**config.mk**
```make
export PLATFORM = sky130hd
export DESIGN_NAME = tx_stream_arbiter
export DESIGN_NICKNAME = d
export VERILOG_FILES = /design/src/rtl/tx_stream_arbiter.sv
export SDC_FILE = /design/constraint.sdc
export NUM_CORES = 1
export LEC_CHECK = 0
export ABC_AREA = 1
export BUFFER_PORTS_ARGS = -buffer_cell sky130_fd_sc_hd__buf_4
export CORE_AREA = 2 2 266 268
export DETAILED_ROUTE_END_ITERATION = 8
export DIE_AREA = 0 0 268 270
export GPL_ROUTABILITY_DRIVEN = 1
export SETUP_SLACK_MARGIN = 0.05
export SLEW_MARGIN = 20
export SYNTH_ARGS = -nofsm -noshare
export SYNTH_HDL_FRONTEND = slang
export SYNTH_SLANG_ARGS = --single-unit
```
**constraint.sdc**
```tcl
create_clock -name clk -period 6.61 [get_ports clk]
set_input_delay 0 -clock clk [delete_from_list [all_inputs] [get_ports clk]]
set_output_delay 0 -clock clk [all_outputs]
set_load 0.03 [all_outputs]
```
**src/rtl/tx_stream_arbiter.sv**
```systemverilog
// Packet-atomic round-robin arbiter merging NUM_REQ beat streams onto one registered tx stream.
// Optional macro TX_ARB_BARRIER_PRIO_EN gives requester NUM_REQ-1 priority in IDLE.
module tx_stream_arbiter #(
  parameter int unsigned NUM_REQ = 4,
  parameter int unsigned DATA_W  = 128
) (
  input  logic                      clk,
  input  logic                      reset,
  input  logic [NUM_REQ*DATA_W-1:0] req_data,
  input  logic [NUM_REQ*4-1:0]      req_connection_id,
  input  logic [NUM_REQ-1:0]        req_last,
  input  logic [NUM_REQ-1:0]        req_valid,
  output logic [NUM_REQ-1:0]        req_ready,
  output logic [DATA_W-1:0]         tx_data,
  output logic [3:0]                tx_connection_id,
  output logic                      tx_last,
  output logic                      tx_valid,
  input  logic                      tx_ready,
  output logic                      arb_busy,
  output logic [2:0]                arb_grant
);

  typedef enum logic [0:0] {StIdle, StLocked} state_e;

  localparam logic [2:0] BarrierIdx = 3'(NUM_REQ - 1);

  state_e            state_q, state_d;
  logic [2:0]        cur_q, cur_d;
  logic [2:0]        rr_ptr_q, rr_ptr_d;
  logic [2:0]        rr_sel, scan, sel;
  logic              rr_found, eligible, sel_barrier;
  logic              load, accept;
  logic [7:0]        valid_ext;
  logic [DATA_W-1:0] sel_data;
  logic [3:0]        sel_conn;
  logic              sel_last, sel_valid;

  logic [DATA_W-1:0] tx_data_q;
  logic [3:0]        tx_conn_q;
  logic              tx_last_q, tx_valid_q;
  logic [2:0]        grant_q;

  assign load      = ~tx_valid_q | tx_ready;
  assign valid_ext = 8'(req_valid);

  // Scan upward from rr_ptr+1, wrapping at NUM_REQ.
  always_comb begin
    rr_sel   = rr_ptr_q;
    rr_found = 1'b0;
    scan     = rr_ptr_q;
    for (int unsigned k = 0; k < NUM_REQ; k++) begin
      scan = (scan == BarrierIdx) ? 3'd0 : scan + 3'd1;
      if (!rr_found && valid_ext[scan]) begin
        rr_found = 1'b1;
        rr_sel   = scan;
      end
    end
  end

  always_comb begin
    sel         = rr_sel;
    eligible    = rr_found;
    sel_barrier = 1'b0;
    if (state_q == StLocked) begin
      sel      = cur_q;
      eligible = 1'b1;
    end
`ifdef TX_ARB_BARRIER_PRIO_EN
    else if (req_valid[NUM_REQ-1]) begin
      sel         = BarrierIdx;
      eligible    = 1'b1;
      sel_barrier = 1'b1;
    end
`endif
  end

  always_comb begin
    sel_data  = '0;
    sel_conn  = '0;
    sel_last  = 1'b0;
    sel_valid = 1'b0;
    req_ready = '0;
    for (int unsigned i = 0; i < NUM_REQ; i++) begin
      if (3'(i) == sel) begin
        sel_data     = req_data[i*DATA_W +: DATA_W];
        sel_conn     = req_connection_id[i*4 +: 4];
        sel_last     = req_last[i];
        sel_valid    = req_valid[i];
        req_ready[i] = eligible & load & ~reset;
      end
    end
  end

  assign accept = eligible & load & sel_valid;

  always_comb begin
    state_d  = state_q;
    cur_d    = cur_q;
    rr_ptr_d = rr_ptr_q;
    unique case (state_q)
      StIdle: begin
        if (accept) begin
          if (!sel_last) begin
            state_d = StLocked;
            cur_d   = sel;
          end
          // A priority barrier grant leaves the rotation of the others untouched.
          if (!sel_barrier) rr_ptr_d = sel;
        end
      end
      StLocked: begin
        if (accept && sel_last) state_d = StIdle;
      end
      default: state_d = StIdle;
    endcase
  end

  always_ff @(posedge clk or posedge reset) begin
    if (reset) begin
      state_q  <= StIdle;
      cur_q    <= '0;
      rr_ptr_q <= BarrierIdx;
    end else begin
      state_q  <= state_d;
      cur_q    <= cur_d;
      rr_ptr_q <= rr_ptr_d;
    end
  end

  always_ff @(posedge clk or posedge reset) begin
    if (reset) begin
      tx_data_q  <= '0;
      tx_conn_q  <= '0;
      tx_last_q  <= 1'b0;
      tx_valid_q <= 1'b0;
      grant_q    <= '0;
    end else if (accept) begin
      tx_data_q  <= sel_data;
      tx_conn_q  <= sel_conn;
      tx_last_q  <= sel_last;
      tx_valid_q <= 1'b1;
      grant_q    <= sel;
    end else if (load) begin
      tx_valid_q <= 1'b0;
    end
  end

  assign tx_data          = tx_data_q;
  assign tx_connection_id = tx_conn_q;
  assign tx_last          = tx_last_q;
  assign tx_valid         = tx_valid_q;
  assign arb_busy         = (state_q == StLocked);
  assign arb_grant        = grant_q;

endmodule

```
==> impl_metrics.tcl, run 1 <==
set metrics [dict create \
    use_met2_pct 26.8 \
    synth.avg_cell_area_um2 6.66 \
    drt_pre_antenna_iters 5 \
    ff2ff_path_depth 19 \
    synth_warnings 0 \
    synth_nets 1998 \
    crit_end "tx_data[97]$_DFFE_PP0P_" \
    syn_area_um2 9710 \
    dr.first_iter.drc_count 523 \
    pin_count 681 \
    period_share_pct 75.5 \
    routabilityCongestion 0.856 \
    n_fill_cell 7612 \
    root_buffer "clkbuf_16" \
    antenna_found_initial 5 \
    setup_viol 0 \
    crit_path_frequent_cell "nand2_1" \
    r2r-end "tx_data[97]$_DFFE_PP0P_" \
    vias 13500 \
    vias_per_cell 4.11 \
    grt_max_degree 104 \
    drive_above_1_share_pct 32.1 \
    critPathArrivalTime_ps 5340 \
    wire_per_inst_um 17.4 \
    grt_usage_pct 15.3 \
    outcome "finished clean" \
    crit_path_end_kind "flip-flop" \
    top_usage_layer "met2" \
    worst_pin_slew_ps 1030 \
    postCtsHoldBufs 269 \
    relSlewSlack_pct 31.3 \
    crit_family "buffers and inverters" \
    grt_remaining_overflow 0 \
    cts_made_buffers 17 \
    cts_resized 0 \
    critPathBufInv 4 \
    die_w_um 268 \
    fin_skew_ps 29.6 \
    die_h_um 270 \
    path_clk_slew_ps 60 \
    drt_wl_total_um 57200 \
    critPathKind "reg2reg" \
    cts_setup_buffers 0 \
    first_global_vias 13900 \
    fp-row-count 97 \
    synthDistinctLibCells 33 \
    use_met3_pct 4.21 \
    rrSetupSlack_ps 1620 \
    max-vdd-ir-drop_v 0.000590 \
    clockBufferDepth 2 \
    required_ps 6960 \
    slowest_stage "buf_4" \
    dp_hpwl_um 43400 \
    worstPathMaxFanout 81 \
    grt_pass1_wl_um 82700 \
    path_depth 19 \
    crit_path_start "rr_ptr_q[0]$_DFFE_PP1P_" \
    h-tree-depth 4 \
    p_per_area_nw_per_um2 604 \
    start_util_pct 14.0 \
    hp-class "in2reg" \
    ant_nets 0 \
    slowest_delay_ps 700 \
    synth_seq_cells 144 \
    cts_sinks 144 \
    drc 0 \
    startpoint_type "flip-flop" \
    area_growth_pct 94.6 \
    fmax_ghz 0.200 \
    synthCells 1458 \
    finalNetCount 2876 \
    insertion_delay_ps 480 \
    die-area_um2 72400 \
    fin_setup_tns_ps 0 \
    yosysSeqAreaShare_pct 37.1 \
    min_period_ps 4990 \
    total_power_mw 11.4 \
    rsz0062_at_grt "no" \
    drv_slew 0 \
    portBuffers 680 \
    cts_tree "built" \
    grt_util_met1_pct 16.9 \
    cp_cell_sequence "ha_1 -> nand2_4 -> nand2_1 -> inv_2 -> nand3_1 -> nand3_2 -> nand3_4 -> nor2_2 -> nor2_1 -> nand2_1 -> nand2_1 -> nand2_8 -> nand3_4 -> buf_4 -> buf_4 -> o2111ai_1 -> dlygate4sd3_1 -> nand2_1 -> nand2_1" \
    drv_cap 0 \
    p_leak_nw 9.75 \
    rr_startpoint "rr_ptr_q[0]$_DFFE_PP1P_" \
    hold_violations 0 \
    coreArea_um2 69500 \
]
flip-flops by register name, summed over array words and instances (netlist names), named ones only:
signal,cells
cur_q,3
tx_data,128
tx_connection_id,4
rr_ptr_q,3
tx_last,1
tx_valid,1
arb_grant,3
stage by stage:
step           worst slack (ps)  instance area [um^2]  util (%)  hold slack, ps  std cells
2_1_floorplan              2310                  9710         -            80.6       1458
3_3_place_gp               2210                 15600      22.4             153       2988
3_5_place_dp               2170                 15600      22.4             160       2988
4_1_cts                    1630                 18900      27.2            29.2       3287
5_1_grt                    1190                 18900      27.2             154       3287
6_report                   1620                 18900      27.2            84.6       3288
how the worst min path moves through the flow:
stage | endpoint | start | cells past startpoint | slack, ps
floorplan | tx_valid$_DFFE_PP0P_ | tx_ready | 1 | 80
global placement | tx_connection_id[2]$_DFFE_PP0P_ | reset | 2 | 150
detailed placement | tx_data[2]$_DFFE_PP0P_ | reset | 2 | 160
CTS | cur_q[1]$_DFFE_PP0P_ | req_last[0] | 8 | 30
global route | rr_ptr_q[1]$_DFFE_PP1P_ | req_valid[3] | 5 | 150
finish | cur_q[1]$_DFFE_PP0P_ | req_last[0] | 8 | 80
kinds of logic (layout without fill, tap and decap cells):
kind of cell	after synthesis	after routing	share of synthesized area [%]
compound gates	140	140	12.5
fa+ha+maj	1	1	0.129
buf+inv	257	1146	11.5
flops	144	144	37.1
other cells	0	1	0
simple gates	916	916	38.8
cell usage in the layout, fill, tap and decap left out, drive strengths merged, types with 3 or more instances in the layout:
master / synthesis / routed
nand4: 3 / 3
nand2: 727 / 727
nor3: 3 / 3
clkinvlp: 0 / 3
bufinv: 0 / 3
clkinv: 0 / 4
buf: 53 / 692
dfrtp: 142 / 142
o21ai: 4 / 4
inv: 155 / 157
nor2: 19 / 19
clkbuf: 49 / 18
dlygate4sd3: 0 / 269
nand3: 162 / 162
o2111ai: 132 / 132
cells in the mapped netlist, drive strengths merged:
cell | instances | area share [%]
nand2 | 727 | 28
nand3 | 162 | 8.8
inv | 155 | 6.0
dfrtp | 142 | 37
o2111ai | 132 | 12
buf | 53 | 3.5
clkbuf | 49 | 1.9
nor2 | 19 | 1.1
o21ai | 4 | 0.24
nand4 | 3 | 0.19
nor3 | 3 | 0.21
a21oi | 2 | 0.14
dfstp | 2 | 0.54
nand3b | 2 | 0.15
a21boi | 1 | 0.077
ha | 1 | 0.13
o21a | 1 | 0.077
report_power, final:
| part | total [mW] | switching (mW) | internal [mW] |
|---|---|---|---|
| sequential | 1.60 | 0.244 | 1.36 |
| combinational | 8.76 | 5.23 | 3.53 |
| clock | 1.04 | 0.440 | 0.602 |
| total | 11.4 | 5.91 | 5.49 |
worst reg2reg max path, delay by kind of cell, from the launching register on:
kind / cells / cell delay, ps
adder cells (fa/ha/maj): 1 / 220
flip-flops: 1 / 560
AND/OR/NAND/NOR: 13 / 1790
buffers and inverters: 4 / 2030
AO/OA/AOI/OAI: 1 / 310
routing by layer:
metal,vias to the layer above,share of wire (%)
met3,104,7.5
li1,6515,-
met4,8,4.6
met5,-,0.094
met2,621,48
met1,6281,40
cell type report:
cell class                      count  area, um^2  share of cell area, %
Multi-Input combinational cell   1057        5010                   26.5
Antenna cell                        1        2.50                 0.0132
Clock buffer                       18         439                   2.32
Tap cell                          940        1180                   6.23
Timing Repair Buffer              961        7900                   41.8
Sequential cell                   144        3610                   19.1
Clock inverter                     12         161                  0.854
Inverter                          155         597                   3.16
Power figures use the tool's default switching activity.
==> inputs of run 2 (changes only) <==
- clock period: 6.61 -> 4.51 ns (I/O delays scaled with it)
==> run 2 against run 1 <==
Effect of this change:
- via count increased by 0.67%
- die area unchanged
- highest routed layer unchanged
- clock power increased by 56%
- critical endpoint is now tx_data[26]$_DFFE_PP0P_
- maximum frequency increased by 21%
- combinational power increased by 54%
- sequential power increased by 48%
- critical path depth unchanged
- critical path type unchanged
==> impl_metrics.tcl, run 2 (synthesized netlist as in run 1, its figures left out) <==
set metrics [dict create \
    drc 0 \
    area_growth_pct 97.3 \
    vias_per_cell 4.12 \
    root_buffer "clkbuf_16" \
    drt_pre_antenna_iters 5 \
    start_util_pct 14.0 \
    cts_sinks 144 \
    finalNetCount 2886 \
    vias 13600 \
    rsz0062_at_grt "no" \
    die-area_um2 72400 \
    drt_wl_total_um 59500 \
    final_cell_mix "nand2_1 (721), buf_4 (691), dlygate4sd3_1 (267)" \
    pwr-share-seq_pct 13.5 \
    slowest_stage "buf_4" \
    p_sw_share_pct 51.7 \
    period_share_pct 91.7 \
    portBuffers 680 \
    dp_slack_ps 982 \
    max-vdd-ir-drop_v 0.000602 \
    drv_cap 0 \
    n_fill_cell 7593 \
    regArea_um2 3610 \
    final_cell_area_um2 19200 \
    startpoint_type "flip-flop" \
    multiInputGateArea_um2 5010 \
    critPathArrivalTime_ps 4540 \
    cts_tree "built" \
    fmax_ghz 0.242 \
    crit_path_frequent_cell "nand2_1" \
    drive_above_1_share_pct 32.6 \
    die_w_um 268 \
    min_period_ps 4130 \
    critPathKind "reg2reg" \
    worstPathMaxFanout 73 \
    insertion_delay_ps 470 \
    crit_path_end_kind "flip-flop" \
    largest_register_ffs 128 \
    dr.first_iter.drc_count 588 \
    first_global_vias 13900 \
    grt_pass1_wl_um 82900 \
    die_h_um 270 \
    h-tree-depth 4 \
    power_frac_clock_pct 9.2 \
    combPwrFrac_pct 77.3 \
    dpl_cell_area_um2 15800 \
    placed_cells 2998 \
    power.switching_mw 9.07 \
    fin_setup_tns_ps 0 \
    clockBufferDepth 2 \
    required_ps 4910 \
    coreArea_um2 69500 \
    cts_setup_buffers 0 \
    dp_hpwl_um 44100 \
    path_clk_slew_ps 70 \
    hp-class "in2reg" \
    grt_usage_pct 15.4 \
    relSlewSlack_pct 35.8 \
    fin_skew_ps 12.1 \
    antenna_found_initial 8 \
    routabilityCongestion 0.841 \
    setup_slack_ps 376 \
    grt_remaining_overflow 0 \
    pin_count 681 \
    grt_max_degree 107 \
    fp-row-count 97 \
    cts_made_buffers 17 \
    ant_nets 0 \
    p_per_area_nw_per_um2 915 \
    worst_pin_slew_ps 963 \
    p_leak_nw 9.87 \
    instances_no_fill 3302 \
    slowest_delay_ps 610 \
    setup_viol 0 \
    wire_per_inst_um 18.0 \
    hold_violations 0 \
    mostFrequentLayoutCell "nand2_1" \
    cp_cell_sequence "ha_1 -> nand2_4 -> nand2_1 -> inv_2 -> nand3_1 -> nand3_2 -> nand2_1 -> nand2_1 -> nand2_1 -> nand3_1 -> nand2_1 -> nand2_1 -> nand2_8 -> buf_4 -> nand3_1 -> o2111ai_1 -> dlygate4sd3_1 -> nand2_1 -> nand2_1" \
    drv_slew 0 \
    outcome "finished clean" \
    p_int_mw 8.46 \
]
run 2: cell count changes in the layout (fill, tap and decap cells not counted), moves of 2 or more:
cell and delta:
buf_12 +9, buf_6 +2, clkinvlp_4 -2, diode_2 +2, dlygate4sd3_1 -2
run 2: worst paths after layout:
check	from	to	slack, ps	cells after the start
max in group asynchronous	reset	tx_data[88]$_DFFE_PP0P_	3290	4
min reg2reg	tx_data[37]$_DFFE_PP0P_	tx_data[37]$_DFFE_PP0P_	480	2
max	rr_ptr_q[0]$_DFFE_PP1P_	tx_data[26]$_DFFE_PP0P_	380	19
min	req_data[311]	tx_data[55]$_DFFE_PP0P_	60	5
min in group asynchronous	reset	tx_data[13]$_DFFE_PP0P_	120	3
max reg2reg	rr_ptr_q[0]$_DFFE_PP1P_	tx_data[26]$_DFFE_PP0P_	380	19
run 2: worst max-delay path: cells and delay by family, from the launching register on:
| kind | cells | cell delay, ps |
|---|---|---|
| AO/OA/AOI/OAI | 1 | 180 |
| flip-flops | 1 | 570 |
| adder cells (fa/ha/maj) | 1 | 210 |
| buffers and inverters | 3 | 1260 |
| AND/OR/NAND/NOR | 14 | 1660 |
run 2: timing repair:
action,4_1_cts,5_1_grt
hold buffers,267,0
endpoints found under the setup margin,0,2
gates resized for setup,0,3
endpoints found under the hold margin,182,0
run 2: power by group through the flow:
stage               Combinational [mW]  Clock (mW)  Sequential [mW]
detailed placement                11.2           0             2.38
global placement                  11.2           0             2.39
global route                      14.8        1.76             2.44
CTS                               13.5        1.71             2.36
finish                            13.5        1.62             2.36
floorplan                         6.11           0             3.42
run 2: layer usage:
metal / GRT usage, % / share of wire, % / vias up
li1: - / - / 6530
met1: 17.1 / 40 / 6331
met2: 27.1 / 49 / 647
met3: 4.14 / 6.8 / 108
met4: 7.10 / 4.2 / 4
met5: 0 / 0.044 / -
run 2: layout make-up:
cell class              instances  area share [%]
diodes                          3          0.0392
clock buffers                  18            2.29
clock inverters                14            1.07
inverters                     155            3.12
multi-input cells            1057            26.2
flip-flops and latches        144            18.8
well taps                     940            6.14
repair buffers                971            42.3
run 2: stage by stage:
step / power, mW / hold WS (ps) / util, %
2_1_floorplan: 9.53 / 80.6 / -
3_3_place_gp: 13.6 / 56.5 / 22.7
3_5_place_dp: 13.6 / 61.5 / 22.7
4_1_cts: 17.6 / 35.1 / 27.5
5_1_grt: 19.0 / 65.8 / 27.5
6_report: 17.5 / 60.2 / 27.5
